File: config.mk
export PLATFORM = sky130hd
export DESIGN_NAME = poly_eval
export DESIGN_NICKNAME = d
export VERILOG_FILES = /design/src/rtl/poly_eval.sv
export SDC_FILE = /design/constraint.sdc
export NUM_CORES = 1
export LEC_CHECK = 0
export ABC_AREA = 1
export ABC_CLOCK_PERIOD_IN_PS = 4120
export CORE_MARGIN = 2
export CORE_UTILIZATION = 38
export DETAILED_ROUTE_END_ITERATION = 6
export PLACE_DENSITY = 0.65
export SYNTH_ARGS = -nofsm -noshare
export SYNTH_HDL_FRONTEND = slang
export SYNTH_SLANG_ARGS = --single-unit
File: constraint.sdc
create_clock -name clk_i -period 4.12 [get_ports clk_i]
set_input_delay 0.824 -clock clk_i [delete_from_list [all_inputs] [get_ports clk_i]]
set_output_delay 0.824 -clock clk_i [all_outputs]
set_load 0.01 [all_outputs]
File: src/rtl/poly_eval.sv
// Serial-load Horner polynomial evaluator: c[DEGREE]..c[0] then x, one operand per go strobe.
// Define POLY_EVAL_SAT_EN for per-step saturation with a sticky ovf flag; otherwise modulo 2^WIDTH.
module poly_eval #(
   parameter int WIDTH  = 8,
   parameter int DEGREE = 2
) (
   input  logic             clk_i,
   input  logic             reset_i,
   input  logic             go_i,
   input  logic [WIDTH-1:0] data_in_i,
   output logic [WIDTH-1:0] data_result_o,
   output logic             busy_o,
   output logic             done_o,
   output logic             ovf_o
);
   localparam int NOPS = DEGREE + 2;
   localparam int IW   = $clog2(NOPS + 1);
   localparam int KW   = (DEGREE > 1) ? $clog2(DEGREE) : 1;

   typedef enum logic [1:0] {S_LOAD, S_LOAD_WAIT, S_CALC, S_DONE} state_t;

   state_t           state_q;
   logic [IW-1:0]    idx_q;
   logic [KW-1:0]    k_q;
   logic [WIDTH-1:0] acc_q, acc_d;
   logic [WIDTH-1:0] ops_q [NOPS];
   logic [WIDTH-1:0] result_q;
   logic             busy_q, done_q, ovf_q;
   logic [WIDTH-1:0] x_op, ck;
   logic             step_ovf;

   // Slot 0 holds c[DEGREE], slot DEGREE holds c[0], the last slot holds x.
   assign x_op = ops_q[NOPS-1];

   always_comb begin
      ck = ops_q[DEGREE];
      for (int i = 0; i < DEGREE; i++)
         if (k_q == KW'(i)) ck = ops_q[DEGREE-i];
   end

`ifdef POLY_EVAL_SAT_EN
   logic [2*WIDTH:0] full;
   always_comb begin
      full     = (2*WIDTH+1)'(acc_q) * (2*WIDTH+1)'(x_op) + (2*WIDTH+1)'(ck);
      step_ovf = |full[2*WIDTH:WIDTH];
      acc_d    = step_ovf ? '1 : full[WIDTH-1:0];
   end
`else
   assign step_ovf = 1'b0;
   assign acc_d    = acc_q * x_op + ck;
`endif

   always_ff @(posedge clk_i or posedge reset_i) begin
      if (reset_i) begin
         state_q  <= S_LOAD;
         idx_q    <= '0;
         k_q      <= '0;
         acc_q    <= '0;
         result_q <= '0;
         busy_q   <= 1'b0;
         done_q   <= 1'b0;
         ovf_q    <= 1'b0;
         for (int i = 0; i < NOPS; i++) ops_q[i] <= '0;
      end else begin
         done_q <= 1'b0;
         case (state_q)
            S_LOAD: begin
               if (go_i) begin
                  for (int i = 0; i < NOPS; i++)
                     if (idx_q == IW'(i)) ops_q[i] <= data_in_i;
                  idx_q   <= idx_q + IW'(1);
                  state_q <= S_LOAD_WAIT;
               end
            end
            S_LOAD_WAIT: begin
               // Wait for go to fall so a long strobe captures only one operand.
               if (!go_i) begin
                  if (idx_q == IW'(NOPS)) begin
                     state_q <= S_CALC;
                     acc_q   <= ops_q[0];
                     k_q     <= KW'(DEGREE-1);
                     busy_q  <= 1'b1;
                     ovf_q   <= 1'b0;
                  end else begin
                     state_q <= S_LOAD;
                  end
               end
            end
            S_CALC: begin
               acc_q <= acc_d;
               ovf_q <= ovf_q | step_ovf;
               if (k_q == '0) begin
                  state_q  <= S_DONE;
                  busy_q   <= 1'b0;
                  result_q <= acc_d;
                  done_q   <= 1'b1;
               end else begin
                  k_q <= k_q - KW'(1);
               end
            end
            S_DONE: begin
               state_q <= S_LOAD;
               idx_q   <= '0;
            end
            default: state_q <= S_LOAD;
         endcase
      end
   end

   assign data_result_o = result_q;
   assign busy_o        = busy_q;
   assign done_o        = done_q;
   assign ovf_o         = ovf_q;
endmodule
==> results of run 1 <==
==> Yosys cell counts <==
cell type,count,area [sq um]
inv_4,1,6.26
nor2_4,4,45.0
nand3_4,3,52.6
mux2i_1,5,50.1
nand3_1,13,65.1
xnor2_1,1,8.76
a21oi_1,3,15.0
buf_6,3,33.8
nand3b_1,2,15.0
o21ai_2,1,8.76
nand2_2,4,25.0
nand3_2,3,30.0
buf_4,3,22.5
inv_2,4,15.0
xor2_1,1,8.76
dfrtp_1,56,1400
buf_12,1,20.0
clkinv_4,1,8.76
o21ai_0,23,115
fa_1,18,360
buf_2,8,40.0
nor2_1,5,18.8
nand3b_4,1,20.0
nor2_2,5,31.3
a22oi_1,1,7.51
o21ai_1,17,85.1
o22ai_1,1,6.26
a31oi_1,1,6.26
nand4_1,2,12.5
a31oi_2,4,50.1
ha_1,22,275
inv_1,72,270
conb_1,1,3.75
nand2_1,157,589
==> sequential cells by signal, indices dropped and copies added, names as in the netlist, named ones only <==
signal / flops
state_q: 1
idx_q: 3
acc_q: 8
x_op: 8
k_q: 1
ops_q: 24
data_result_o: 8
done_o: 1
busy_o: 1
==> worst min-delay path, stage by stage, from the launching register on <==
cell     delay, ns
dfrtp_1       0.35
nand2_1       0.05
nand2_1       0.05
==> metrics by stage <==
stage	utilization (%)	instance area, sq um	hold WS, ns	worst slack [ns]
2_1_floorplan	-	3720	0.453	0.285
3_3_place_gp	41.8	4030	0.455	0.162
3_5_place_dp	41.8	4030	0.462	0.00747
4_1_cts	42.9	4140	0.487	0.00739
5_1_grt	44.7	4310	0.516	-0.00412
6_report	44.7	4310	0.482	0.217
==> cell families (layout without fill, tap and decap cells) <==
group	count (synthesis)	count (layout)	synth area share, %
AOI/OAI and AO/OA	51	51	7.90
xor gates and xnor gates	2	2	0.471
adders and majority gates	40	40	17.1
buffers and inverters	93	118	11.2
DFF	56	56	37.6
muxes	5	5	1.34
other	1	1	0.101
and+or+nand+nor	199	199	24.3
==> metal layers <==
layer  GRT usage, %  vias to the layer above  wire length (um)
met5              0                        -                 0
met4           5.36                        0               158
met3           2.64                       12               241
met2           29.1                       37              3970
met1           21.8                     1345              3700
li1               -                     1418                 -
==> timing repair <==
action,4_1_cts,5_1_grt
setup buffers,0,5
endpoints found under the hold margin,0,0
setup endpoints to repair,0,3
resized for setup,0,31
==> area by class of cell <==
type / count / area [sq um] / area share [%]
clock inverter: 2 / 38.8 / 0.900
sequential: 56 / 1410 / 32.6
clock buffer: 6 / 72.6 / 1.68
inverter: 78 / 300 / 6.96
multi-input combinational: 298 / 2030 / 47.1
timing repair buffer: 32 / 298 / 6.91
tap: 133 / 166 / 3.86
==> final timing paths <==
| kind | from | to | slack [ns] |
|---|---|---|---|
| min | data_result_o[1] | data_result_o[1] | 0.48 |
| max reg2reg | k_q | acc_q[7] | 0.22 |
| max in group asynchronous | reset_i | k_q | 2.43 |
| min reg2reg | data_result_o[1] | data_result_o[1] | 0.48 |
| min in group asynchronous | reset_i | ops_q[9] | 0.91 |
| max | k_q | acc_q[7] | 0.22 |
==> results by group, run 1 <==
Synthesis
  – Post-synth net total: around 500
  – Syn Area/Cell: between 8 and 9 sq um
  – Netlist cell types: 34
  – #FFs+latches synth: between 50 and 60
  – Synthesized netlist cell count: about 450
  – Area of the mapped netlist: between 3000 and 4000 sq um
  – Synth warn: 0
  – Seq/Total Area, Yosys: between 30% and 40%

Timing
  – Pins Over Slew Limit: 0
  – Period utilization: about 95%
  – Final setup vio count: 0
  – Rel. slew slack: roughly 55%
  – Skew final: 0.0130 ns
  – Fmax achieved: between 200 and 300 MHz
  – Final-report hold violation count: 0
  – Worst slew pin tran: about 0.67 ns
  – Setup_tns: 0 ns
  – Post-route minimum period: about 3.9 ns

Layout
  – Share of cells above drive strength 1: about 17%
  – Antenna diodes: 0
  – Commonest cells after routing, fill and taps aside: nand2_1, inv_1, dfrtp_1
  – Fillcell total: between 900 and 1000
  – Final net count: around 520
  – Area growth from synthesis to layout: 15.8%
  – Layout Cells excl Fill: around 600
  – Most common cell after layout, fill and taps aside: nand2_1

Detailed routing
  – Via density: 4.65
  – DR WL/cell: roughly 13 um
  – Antenna Nets Post-Route: 0
  – First DRT Iteration DRCs: 170
  – DRT Pass-1 Iters: 4
  – DR vias: roughly 2800
  – DRC viols: 0
  – Detailed Route WL: a little over 8000 um

Global route
  – GRT overflow: 0
  – Total GRT Usage: between 15 and 20%
  – Initial antenna violation count: 0
  – Vias in the first global route: ~2800
  – Largest net degree at the start of global routing: 34
  – Global-route wire length before repair: roughly 14000 um

Clock tree
  – Clk buf depth: 2
  – CTS tree: built
  – H-tree lvl count: 2
  – Worst skew pair latency: ~0.32 ns
  – Clock Tree Root: clkbuf_8
  – CTS sink count: 56
  – Hold_buf cts: 0
  – Cts bufs inserted: 5
  – Clock transition at path regs: around 0.10 ns

Worst hold path
  – Hold path cells: 2
  – Hold Path Class: register to register

Worst setup path
  – CP cell instances: mux2i_2 > fa_1 > inv_1 > fa_1 > inv_2 > fa_1 > fa_1 > inv_1 > ha_4 > a21oi_2 > nand2_2 > inv_1 > nand2_1 > nand2_1 > nand2_1 > nand2_2 > inv_2 > nand2_1 > nand3_1 > nand2_1 > nand2_1
  – Buffers and inverters on the worst path: 5
  – Most common cell on crit path: nand2_1
  – CP max stage delay: approximately 0.50 ns
  – Worst reg-to-reg path cell count: 21
  – WP data required: 4.34 ns
  – Crit-path max FO: 7
  – Max stage delay cell, worst path: dfrtp_2
  – CP delay by family, top: adder cells
  – CP endpoint kind: register
  – Worst endpoint data arrival time: 4.12 ns
  – WP depth: 21
  – Startpoint types: register
  – Path type of the worst setup path: register to register

Die
  – Initial Util: between 30% and 40%
  – Die area: between 10000 and 15000 sq um
  – IO Count: 22
  – CORE AREA: 9640 sq um
  – Die width: a little over 100 um
  – Die Ht: 103 um
  – Rows: 36

Outcome
  – Status: completed

Placement
  – Final HPWL DP: around 6300 um
  – Port bufs: 20
  – Routability cong.: between 0.8 and 0.9
  – Post-Place Cells: 592

Job
  – Maxcap violations: 0
Power of run 1 is not shown: default switching activity piles up to over one toggle a cycle in this logic, so the estimate is an artifact.
==> run 2, diff against run 1 <==
- SKIP_CTS_REPAIR_TIMING: unset -> 1
==> results of run 2 <==
No change in the layout: final DEF, timing and power equal those of run 1.
Power of run 2 is left out for the same reason.
==> run 3, diff against run 2 <==
- ABC_AREA: 1 -> unset
==> run 3 against run 2 <==
  * Sequential cell count is the same
  * Clock skew is essentially flat
  * Via count shrank 22%
  * Global-route usage shrank 2.6 points
  * Critical path type unchanged
  * Largest cell class unchanged
==> results by group, run 3 <==
Global route
  – Total GRT Usage: approximately 14%
  – Initial antenna violation count: 0
  – GRT overflow: 0
  – GRT busiest layer: met2
  – Global-route wire length before repair: approximately 11000 um
  – Met1 Usage GRT: approximately a fifth
  – Vias in the first global route: ~2200
  – Largest net degree at the start of global routing: 39
  – Met3 GRT Util: ~2.7%
  – Met2 usage: a little under a quarter

Timing
  – Final-report hold violation count: 0
  – Skew final: roughly 0.013 ns
  – Final setup vio count: 0
  – Fmax achieved: 251 MHz
  – Pins Over Slew Limit: 0
  – Worst slew pin tran: 0.782 ns
  – Post-route minimum period: 3.98 ns
  – RSZ-0062 raised after global routing: false
  – Setup_tns: 0 ns
  – Rel. slew slack: a little under half
  – Period utilization: around 97%

Worst setup path
  – CP endpoint kind: register
  – Startpoint types: register
  – CP startpoint: k_q
  – Path type of the worst setup path: register to register
  – Crit-path max FO: 8
  – Worst reg-to-reg path cell count: 14
  – WP data required: 4.36 ns
  – R2r startpoint: k_q
  – Worst endpoint data arrival time: 4.22 ns

Die
  – CORE AREA: around 9000 sq um
  – Rows: 34
  – Die width: 99.1 um
  – Die Ht: ~100 um
  – Initial Util: between 30% and 40%
  – Die area: 9820 sq um
  – IO Count: 22

Detailed routing
  – DRC viols: 0
  – Detailed Route WL: around 6500 um
  – DR vias: roughly 2200
  – Antenna Nets Post-Route: 0
  – DR WL/cell: 14.7 um
  – Via density: ~5
  – First DRT Iteration DRCs: 79
  – DRT Pass-1 Iters: 4

Clock tree
  – Clock Tree Root: clkbuf_8
  – Cts bufs inserted: 5
  – Worst skew pair latency: 0.32 ns
  – Clock transition at path regs: between 0.1 and 0.15 ns
  – Clk buf depth: 2
  – H-tree lvl count: 2
  – CTS sink count: 56
  – CTS tree: built

Layout
  – Fillcell total: approximately 860
  – Final net count: roughly 390
  – Top reg by flops: ops_q
  – Area growth from synthesis to layout: 12.5%
  – Commonest cells after routing, fill and taps aside: nand2_1, dfrtp_1, mux2_1
  – Largest register FFs: 24
  – Antenna diodes: 0
  – Share of cells above drive strength 1: between 7 and 8%
  – Most common cell after layout, fill and taps aside: nand2_1

Synthesis
  – #FFs+latches synth: 56
  – Synth area leaders: dfrtp_1, mux2_1, fa_1
  – Share of the synthesized area in the top cell type: between 40% and 50%
  – Post-synth net total: between 300 and 400
  – Seq/Total Area, Yosys: 40.8%
  – EDFF count, synth: 0
  – Synthesized netlist cell count: roughly 310
  – Synth warn: 0
  – Ys async rst share: 100%
  – Synth cell count leaders: dfrtp_1, nand2_1, mux2_1
  – Syn Area/Cell: 11.1 sq um
  – Netlist cell types: 30
  – Area of the mapped netlist: ~3400 sq um
  – Dominant cell type by area after synthesis: dfrtp_1
  – Post-synth top flop: dfrtp_1

Worst hold path
  – Hold path cells: 2
  – Hold Path Class: register to register
  – Min-Delay Startpoint: busy_o

Placement
  – Final HPWL DP: about 5000 um
  – Routability cong.: roughly 0.82
  – Port bufs: 20

Outcome
  – Status: completed

Job
  – Maxcap violations: 0
[run 3: cell families after synthesis]
| kind of cell | synth area share [%] |
|---|---|
| buffers and inverters | 5.24 |
| AOI/OAI and AO/OA | 3.53 |
| DFF | 40.8 |
| other | 0.109 |
| muxes | 15.4 |
| and+or+nand+nor | 11.2 |
| adders and majority gates | 18.5 |
| xor gates and xnor gates | 5.21 |
[run 3: through the flow]
stage	instances	util (%)	hold WS [ns]	setup WS (ns)	cell area, sq um
after floorplan	311	-	0.457	0.365	3440
after global placement	436	43.0	0.462	0.135	3770
after detailed placement	436	43.0	0.466	0.0655	3770
after CTS	443	43.9	0.492	0.0576	3850
after global routing	444	44.1	0.514	0.00224	3860
final	444	44.1	0.489	0.137	3860
[run 3: worst paths after layout]
path,to,slack [ns]
max,acc_q[7],0.14
min,busy_o,0.49
max reg2reg,acc_q[7],0.14
min reg2reg,busy_o,0.49
max in group asynchronous,acc_q[5],2.38
min in group asynchronous,busy_o,0.96
[run 3: layer usage]
metal  part of all wire [%]  wire (um)
met1                     48       3130
met4                   0.96         63
met5                      0          0
met3                    3.2        211
met2                     48       3130
[run 3: layout make-up]
class,count,area (sq um),area share (%)
Timing Repair Buffer,26,245,6.35
Multi-Input combinational cell,210,1860,48.1
Inverter,37,139,3.59
Clock inverter,1,8.76,0.227
Tap cell,108,135,3.50
Sequential cell,56,1410,36.4
Clock buffer,6,72.6,1.88
[run 3: worst max-delay path, stage by stage (launching register included)]
cell and delay (ns):
dfrtp_2 0.50, buf_4 0.16, mux2_1 0.33, fa_1 0.38
ha_1 0.29, ha_1 0.32, fa_1 0.54, ha_1 0.17
inv_1 0.06, fa_1 0.40, inv_1 0.07, a21o_1 0.12
a21oi_2 0.05, xnor3_1 0.37, a21oi_1 0.15
Power of run 3 is left out for the same reason.
